--- config.mk ---
export PLATFORM = sky130hd
export DESIGN_NAME = avr_prefetch
export DESIGN_NICKNAME = d
export VERILOG_FILES = /design/src/rtl/avr_prefetch.sv
export SDC_FILE = /design/constraint.sdc
export NUM_CORES = 1
export LEC_CHECK = 0
export CORE_ASPECT_RATIO = 2
export CORE_MARGIN = 4
export CORE_UTILIZATION = 60
export DETAILED_ROUTE_END_ITERATION = 8
export GPL_TIMING_DRIVEN = 0
export PLACE_DENSITY = 0.85
export SYNTH_ARGS = -nofsm -noshare
export SYNTH_HDL_FRONTEND = slang
export SYNTH_SLANG_ARGS = --single-unit
--- constraint.sdc ---
create_clock -name CLK -period 5.97 [get_ports CLK]
set_input_delay 0.597 -clock CLK [delete_from_list [all_inputs] [get_ports CLK]]
set_output_delay 0.597 -clock CLK [all_outputs]
set_load 0.005 [all_outputs]
--- src/rtl/avr_prefetch.sv ---
// DEPTH-entry AVR instruction prefetch queue with 32-bit instruction pairing and redirect flush.
// Optional same-cycle bypass of a returning word into an empty queue: define AVR_PREFETCH_BYPASS_EN.
module avr_prefetch #(
  parameter int                 ADDR_W   = 16,
  parameter int                 DEPTH    = 4,
  parameter logic [ADDR_W-1:0]  RESET_PC = '0
) (
  input  logic              CLK,
  input  logic              RST_N,
  output logic [ADDR_W-1:0] prog_addr,
  output logic              prog_req,
  input  logic [15:0]       prog_data,
  input  logic              redirect,
  input  logic [ADDR_W-1:0] redirect_pc,
  output logic [15:0]       instr,
  output logic [15:0]       instr_ext,
  output logic [ADDR_W-1:0] instr_pc,
  output logic              instr_long,
  output logic              instr_valid,
  input  logic              instr_ready
);

  localparam int PW = $clog2(DEPTH);

  logic [15:0]       ent_word_q [DEPTH];
  logic [ADDR_W-1:0] ent_pc_q   [DEPTH];

  logic [PW-1:0]     rd_q, rd_d, wr_q, wr_d;
  logic [PW:0]       cnt_q, cnt_d;
  logic              infl_q, infl_d;
  logic [ADDR_W-1:0] fpc_q, fpc_d;
  logic [ADDR_W-1:0] rpc_q, rpc_d;

  logic [15:0]       cap_word;
  logic [PW-1:0]     rd_nxt;
  logic [15:0]       head_w;
  logic              head_long;
  logic [PW+1:0]     occ;
  logic              issue;
  logic              byp;
  logic              pop;
  logic [1:0]        pop_n;
  logic [1:0]        deq_n;
  logic              cap_wr;

  function automatic logic is_long(input logic [15:0] w);
    return ((w[15:9] == 7'b1001010) && (w[3:2] == 2'b11)) ||
           ((w[15:10] == 6'b100100) && (w[3:0] == 4'b0000));
  endfunction

  always_comb begin
    cap_word  = {prog_data[7:0], prog_data[15:8]};
    rd_nxt    = rd_q + PW'(1);
    head_w    = ent_word_q[rd_q];
    head_long = is_long(head_w);

    instr       = '0;
    instr_ext   = '0;
    instr_pc    = '0;
    instr_long  = 1'b0;
    instr_valid = 1'b0;
    byp         = 1'b0;
    if (cnt_q != '0) begin
      instr       = head_w;
      instr_pc    = ent_pc_q[rd_q];
      instr_long  = head_long;
      instr_valid = !redirect && (!head_long || (cnt_q >= (PW+1)'(2)));
      if (head_long && (cnt_q >= (PW+1)'(2)))
        instr_ext = ent_word_q[rd_nxt];
    end
`ifdef AVR_PREFETCH_BYPASS_EN
    else if (infl_q && !redirect && !is_long(cap_word)) begin
      byp         = 1'b1;
      instr       = cap_word;
      instr_pc    = rpc_q;
      instr_valid = 1'b1;
    end
`endif

    pop   = instr_valid && instr_ready;
    pop_n = pop ? (instr_long ? 2'd2 : 2'd1) : 2'd0;
    // A bypassed word that is consumed never enters the queue, so nothing dequeues either.
    deq_n = byp ? 2'd0 : pop_n;

    occ       = {1'b0, cnt_q} + {{(PW+1){1'b0}}, infl_q};
    issue     = redirect || (occ < (PW+2)'(DEPTH));
    prog_req  = RST_N && issue;
    prog_addr = !RST_N ? RESET_PC : (redirect ? redirect_pc : fpc_q);

    cap_wr = infl_q && !redirect && !(byp && pop);

    rd_d   = rd_q;
    wr_d   = wr_q;
    cnt_d  = cnt_q;
    infl_d = infl_q;
    fpc_d  = fpc_q;
    rpc_d  = rpc_q;
    if (redirect) begin
      rd_d   = wr_q;
      cnt_d  = '0;
      infl_d = 1'b1;
      fpc_d  = redirect_pc + ADDR_W'(1);
      rpc_d  = redirect_pc;
    end else begin
      infl_d = issue;
      if (issue) begin
        fpc_d = fpc_q + ADDR_W'(1);
        rpc_d = fpc_q;
      end
      if (cap_wr)
        wr_d = wr_q + PW'(1);
      rd_d  = rd_q + PW'(deq_n);
      cnt_d = cnt_q + (PW+1)'(cap_wr) - (PW+1)'(deq_n);
    end
  end

  always_ff @(posedge CLK) begin
    if (cap_wr) begin
      ent_word_q[wr_q] <= cap_word;
      ent_pc_q[wr_q]   <= rpc_q;
    end
  end

  always_ff @(posedge CLK or negedge RST_N) begin
    if (!RST_N) begin
      rd_q   <= '0;
      wr_q   <= '0;
      cnt_q  <= '0;
      infl_q <= 1'b0;
      fpc_q  <= RESET_PC;
      rpc_q  <= '0;
    end else begin
      rd_q   <= rd_d;
      wr_q   <= wr_d;
      cnt_q  <= cnt_d;
      infl_q <= infl_d;
      fpc_q  <= fpc_d;
      rpc_q  <= rpc_d;
    end
  end

endmodule

# After elaboration in Yosys (flattened, before gate mapping)
# Memories as Yosys holds them, arrays and structs flattened.
# Cells that the tools add are included.
# Widths: inputs -> output; s select.
dict set report totals {
  ff_bits 40
  mem_bits_rw 128
  input_bits 36
  out_inout_bits 67
  word_cells 57
  n_memories 2
}
# memory words word_bits rd rd_clocked_by_memory_dff write_ports line
set memory_table {}
lappend memory_table {ent_pc_q 4 16 1 0 1 26} ;# logic [ADDR_W-1:0] ent_pc_q [DEPTH];
lappend memory_table {ent_word_q 4 16 2 0 1 25} ;# logic [15:0] ent_word_q [DEPTH];
dict set report classes {
  addsub 8
  order_cmp 2
  n_eq_ne 3
  muxes 19
  n_bitwise 1
  reduce_logical 16
}
# op count
set ops {}
lappend ops {{$mux 16} 10}
lappend ops {{$add 16x1->16 const B} 2}
lappend ops {{$eq 7x7->1 const B} 1}
lappend ops {{$logic_and 1x1->1} 7}
lappend ops {{$eq 6x6->1 const B} 1}
lappend ops {{$mux 2} 3}
lappend ops {{$mux 1} 5}
lappend ops {{$add 2x1->2 const B} 2}
lappend ops {{$add 3x1->4} 1}
lappend ops {{$logic_not 4->1} 1}
lappend ops {{$lt 4x3->1 const B} 1}
lappend ops {{$add 3x1->3} 1}
lappend ops {{$ge 3x2->1 const B} 1}
lappend ops {{$logic_or 1x1->1} 3}
lappend ops {{$mux 3} 1}
lappend ops {{$reduce_bool 3->1} 1}
lappend ops {{$sub 3x2->3} 1}
lappend ops {{$add 2x2->2} 1}
lappend ops {{$eq 2x2->1 const B} 1}
lappend ops {{$logic_not 1->1} 2}
lappend ops {{$reduce_and 2->1} 1}
lappend ops {{$reduce_bool 2->1} 1}
lappend ops {{$not 1->1} 1}

# Logic depth before layout (Yosys ltp)
# An unclocked memory read counts as a cell.
dict set report logic_depth {
  ltp_word 12
  depth_mapped 14
  ltp_nobuf 11
}

# Worst setup path after synthesis
# OpenSTA, ideal clock, no wires.
dict set report synth_timing {
  path_type {register to register}
  from {reg rd_q[0]}
  to {reg cnt_q[2]}
  setup_time_ps 132
  arrival_time_ps 3263
  required_time_ps 5838
  slack_ps 2575
  stages_incl_launch_ff 14
  n_path_buf 4
  synth_period_minus_slack_ps 3395
  cell_sequence {dfrtp_1 -> buf_6 -> buf_6 -> mux4_2 -> or4_4 -> or3_1 -> buf_2 -> buf_6 -> nand3b_4 -> ha_1 -> inv_1 -> fa_1 -> xnor2_1 -> nor2_1}
}
dict set report synth_between {
  elab_chain_len 12
  elab_cells_between_ends 18
  classes_between {add/sub (1); eq/ne (3); mux (5); reduce/logical (8); memory (1)}
}
# item line
set synth_lines {}
lappend synth_lines {{from (decl)} 28} ;# logic [PW-1:0] rd_q, rd_d, wr_q, wr_d;
lappend synth_lines {{from (signal assigned)} 133} ;# rd_q <= rd_d;
lappend synth_lines {{$mem_v2 4x16 (*)} n/a}
lappend synth_lines {{$eq 7x7->1, or another cell as far along} 47} ;# return ((w[15:9] == 7'b1001010) && (w[3:2] == 2'b11)) ||
lappend synth_lines {{$logic_and 1x1->1 (on tied branches)} {47, 48}}
lappend synth_lines {{$logic_or 1x1->1 (*)} 47}
lappend synth_lines {{$logic_not 1->1} 67} ;# instr_valid = !redirect && (!head_long || (cnt_q >= (PW+1)'(2)));
lappend synth_lines {{$logic_or 1x1->1} 67}
lappend synth_lines {{$logic_and 1x1->1} 67}
lappend synth_lines {{$mux 1} 63} ;# if (cnt_q != '0) begin
lappend synth_lines {{$logic_and 1x1->1} 80} ;# pop = instr_valid && instr_ready;
lappend synth_lines {{$mux 2 (*)} 81} ;# pop_n = pop ? (instr_long ? 2'd2 : 2'd1) : 2'd0;
lappend synth_lines {{$sub 3x2->3 (*)} 113} ;# cnt_d = cnt_q + (PW+1)'(cap_wr) - (PW+1)'(deq_n);
lappend synth_lines {{$mux 3 (*)} 98} ;# if (redirect) begin
lappend synth_lines {{via cnt_d[2]} 29} ;# logic [PW:0] cnt_q, cnt_d;
lappend synth_lines {{to (signal assigned)} 135} ;# cnt_q <= cnt_d;
lappend synth_lines {{to (decl)} 29}
# Mark *: on every way through the listed nets, which the timed path passes. The rest lies on a longest branch.
# A chain may end at the register's enable or synchronous reset.

# Final worst setup path
dict set report layout_timing {
  from {in redirect}
  to {out prog_addr[13]}
}
dict set report layout_between {
  elab_chain_len 2
}
# item line
set layout_lines {}
lappend layout_lines {{from (decl)} 13} ;# input logic redirect,
lappend layout_lines {{$mux 16 (2 in a row)} 88} ;# prog_addr = !RST_N ? RESET_PC : (redirect ? redirect_pc : fpc_q);
lappend layout_lines {{to (decl)} 10} ;# output logic [ADDR_W-1:0] prog_addr,
# No other way between the ends.

==> metrics <==
maximum clock rate around 240 MHz; Max Slew Vio Count 0; Filler Cells Inserted slightly below 800; Post-synth top cells edfxtp_1, nor2b_1, mux4_2; die area about 15000 um^2; via count 4928; first-pass GRT wire length a little under 30 mm; family with the most delay on the worst path buffers and inverters; Layout Skew between 0.01 and 0.015 ns; synthesized area ~7900 um^2; Syn Area/Cell between 10 and 15 um^2; post-synth net total between 500 and 600; Worst Path Arrival approximately 3.6 ns; #FFs+latches synth 168; Tcrit/Tclk final 70.6%; All-Layer GR Usage between 20% and 30%; Mapped Cells ~530; share of layout cells above drive strength 1 about 16%; initial antenna violation count 1; count of final setup violators 0; ranking of synthesized cells by area edfxtp_1, mux4_2, dfrtp_1; relative slew slack a little under two fifths; crit path launch type input pin; largest net degree at the start of global routing 33; min Tclk post-route 4.21 ns; CTS tree done; vias in the first global route 5400; R2R setup slack around 2.2 ns; nets 692; ys async rst share approximately a quarter; Hold Crit Class in2async; max incr delay on CP around 0.56 ns; Starting Density between 60% and 70%; clock latency on the worst-skew pair roughly 0.43 ns; Final Hold Viols 0; Finished Cell Area between 9000 and 10000 um^2; setup TNS 0 ns; area growth from synthesis to layout 23.1%; clk sinks 168; TritonCTS Buffers 17; cell taking the most area after synthesis edfxtp_1; Main synth FF type edfxtp_1; WL/cell around 23 um; Yosys top cell area share between 40% and 50%; EDFF count, synth 128; chip width slightly below 90 um; Slew @ Worst Pin between 0.9 and 1 ns; total power 4520 uW; Core Region around 13000 um^2; row cnt 59; most numerous cell in the Yosys netlist edfxtp_1; number of hold buffers added after cts 0; pwr/cell area 465 nW/um^2; area of the multi-input gates about 2900 um^2; crit-path cells clkbuf_1 -> buf_2 -> buf_1 -> clkbuf_1 -> buf_1 -> nand2_1 -> a21boi_0 -> clkdlybuf4s50_1; PortBufs between 100 and 150; CP Max Fanout 10; status finished, final reports clean; grt ovf 0; maximum clock insertion buffer count 2; final WL approximately 19 mm; HPWL after detailed placement between 10 and 15 mm; RSZ-0062 raised after global routing false; slowest stage cell, crit path buf_1; post_cts resized 0; DRT antenna net count 0; Setup CP Type in2out; post-synthesis sequential area ratio approximately three fifths; Residual DRC 0; Pre-Repair DR Iteration Count 4; Reg clk slew, reported paths about 0.070 ns; Root Driver clkbuf_16; DRT iter0 DRCs 378; CP Buf/Inv Count 6; Cell variety after synth 46; worst path required time roughly 5.4 ns; Post-CTS Setup Bufs 0; Crit. End Element primary output; DP Area 9120 um^2; Max Cap Viol 0; Worst VDD drop about 380 uV; H-tree depth 4; storage element area approximately 4800 um^2; vias per cell 6.05; Leak roughly 0.0034 uW; gpl congestion approximately 0.9; die height ~170 um; num ports between 100 and 150; YS warnings 0
==> state kept, by name, summed over array words and instances, names as in the netlist <==
register	count
ent_pc_q	64
ent_word_q	64
fpc_q	16
rpc_q	16
cnt_q	3
rd_q	2
wr_q	2
infl_q	1
==> per-stage QoR <==
stage,std cells,hold WS (ns),worst slack (ns),utilization (%)
after floorplan,527,0.301,2.58,-
after global placement,780,0.489,1.66,70.1
after detailed placement,781,0.510,1.59,70.2
after CTS,813,0.156,1.74,74.8
after global routing,814,0.163,1.57,74.9
final,814,0.159,1.76,74.9
==> worst paths after layout <==
kind,startpoint,end,cells past startpoint
max,redirect,prog_addr[13],8
min,RST_N,fpc_q[1],1
max reg2reg,rd_q[0],cnt_q[2],13
min reg2reg,rpc_q[2],ent_pc_q[1][2],0
max in group asynchronous,RST_N,rd_q[0],2
min in group CLK,rpc_q[2],ent_pc_q[1][2],0
==> area by class of cell <==
class | count | share of cell area [%]
Clock inverter | 15 | 1.80
Sequential cell | 168 | 49.8
Buffer | 29 | 1.49
Tap cell | 152 | 1.96
Inverter | 11 | 0.425
Antenna cell | 1 | 0.0257
Clock buffer | 17 | 4.37
Multi-Input combinational cell | 319 | 29.6
Timing Repair Buffer | 102 | 10.5
==> report_power, final <==
group	switching, uW	leakage, uW	internal, uW
clock	512	0.000291	567
sequential	152	0.00165	1570
combinational	845	0.00148	870
total	1510	0.00342	3010
==> cells by family (layout without fill, tap and decap cells) <==
| kind of cell | count (synthesis) | in the layout | synth area share, % |
|---|---|---|---|
| AND/OR/NAND/NOR | 155 | 155 | 10.7 |
| flip-flops | 168 | 168 | 61.3 |
| AO/OA/AOI/OAI | 48 | 48 | 3.74 |
| XOR/XNOR | 31 | 31 | 3.44 |
| multiplexers | 77 | 77 | 17.1 |
| adder cells (fa/ha/maj) | 8 | 8 | 1.36 |
| other | 0 | 1 | 0 |
| buffers and inverters | 40 | 174 | 2.36 |
==> placed cells by master (no fill, tap or decap), types with 6 or more instances in the layout <==
cell / instances
nor2_1: 25
clkdlybuf4s50_1: 100
inv_1: 10
nor3_1: 7
xor2_1: 16
edfxtp_1: 128
mux2i_1: 28
nand3_1: 10
mux4_2: 45
dfrtp_1: 40
ha_1: 7
xnor2_1: 15
buf_2: 8
inv_8: 6
clkbuf_16: 17
o21ai_0: 18
clkbuf_1: 10
a21boi_0: 7
and2_1: 6
nor2b_1: 54
nand2_1: 30
buf_1: 7
a21oi_1: 13
==> metal layers <==
metal | track usage, % | wire length (um) | share of wire (%)
met5 | 0 | 0 | 0
met4 | 12.1 | 716 | 3.8
met3 | 5.38 | 840 | 4.4
met2 | 47.7 | 11100 | 58
met1 | 27.4 | 6370 | 33
(Power assumes the default switching activity.)
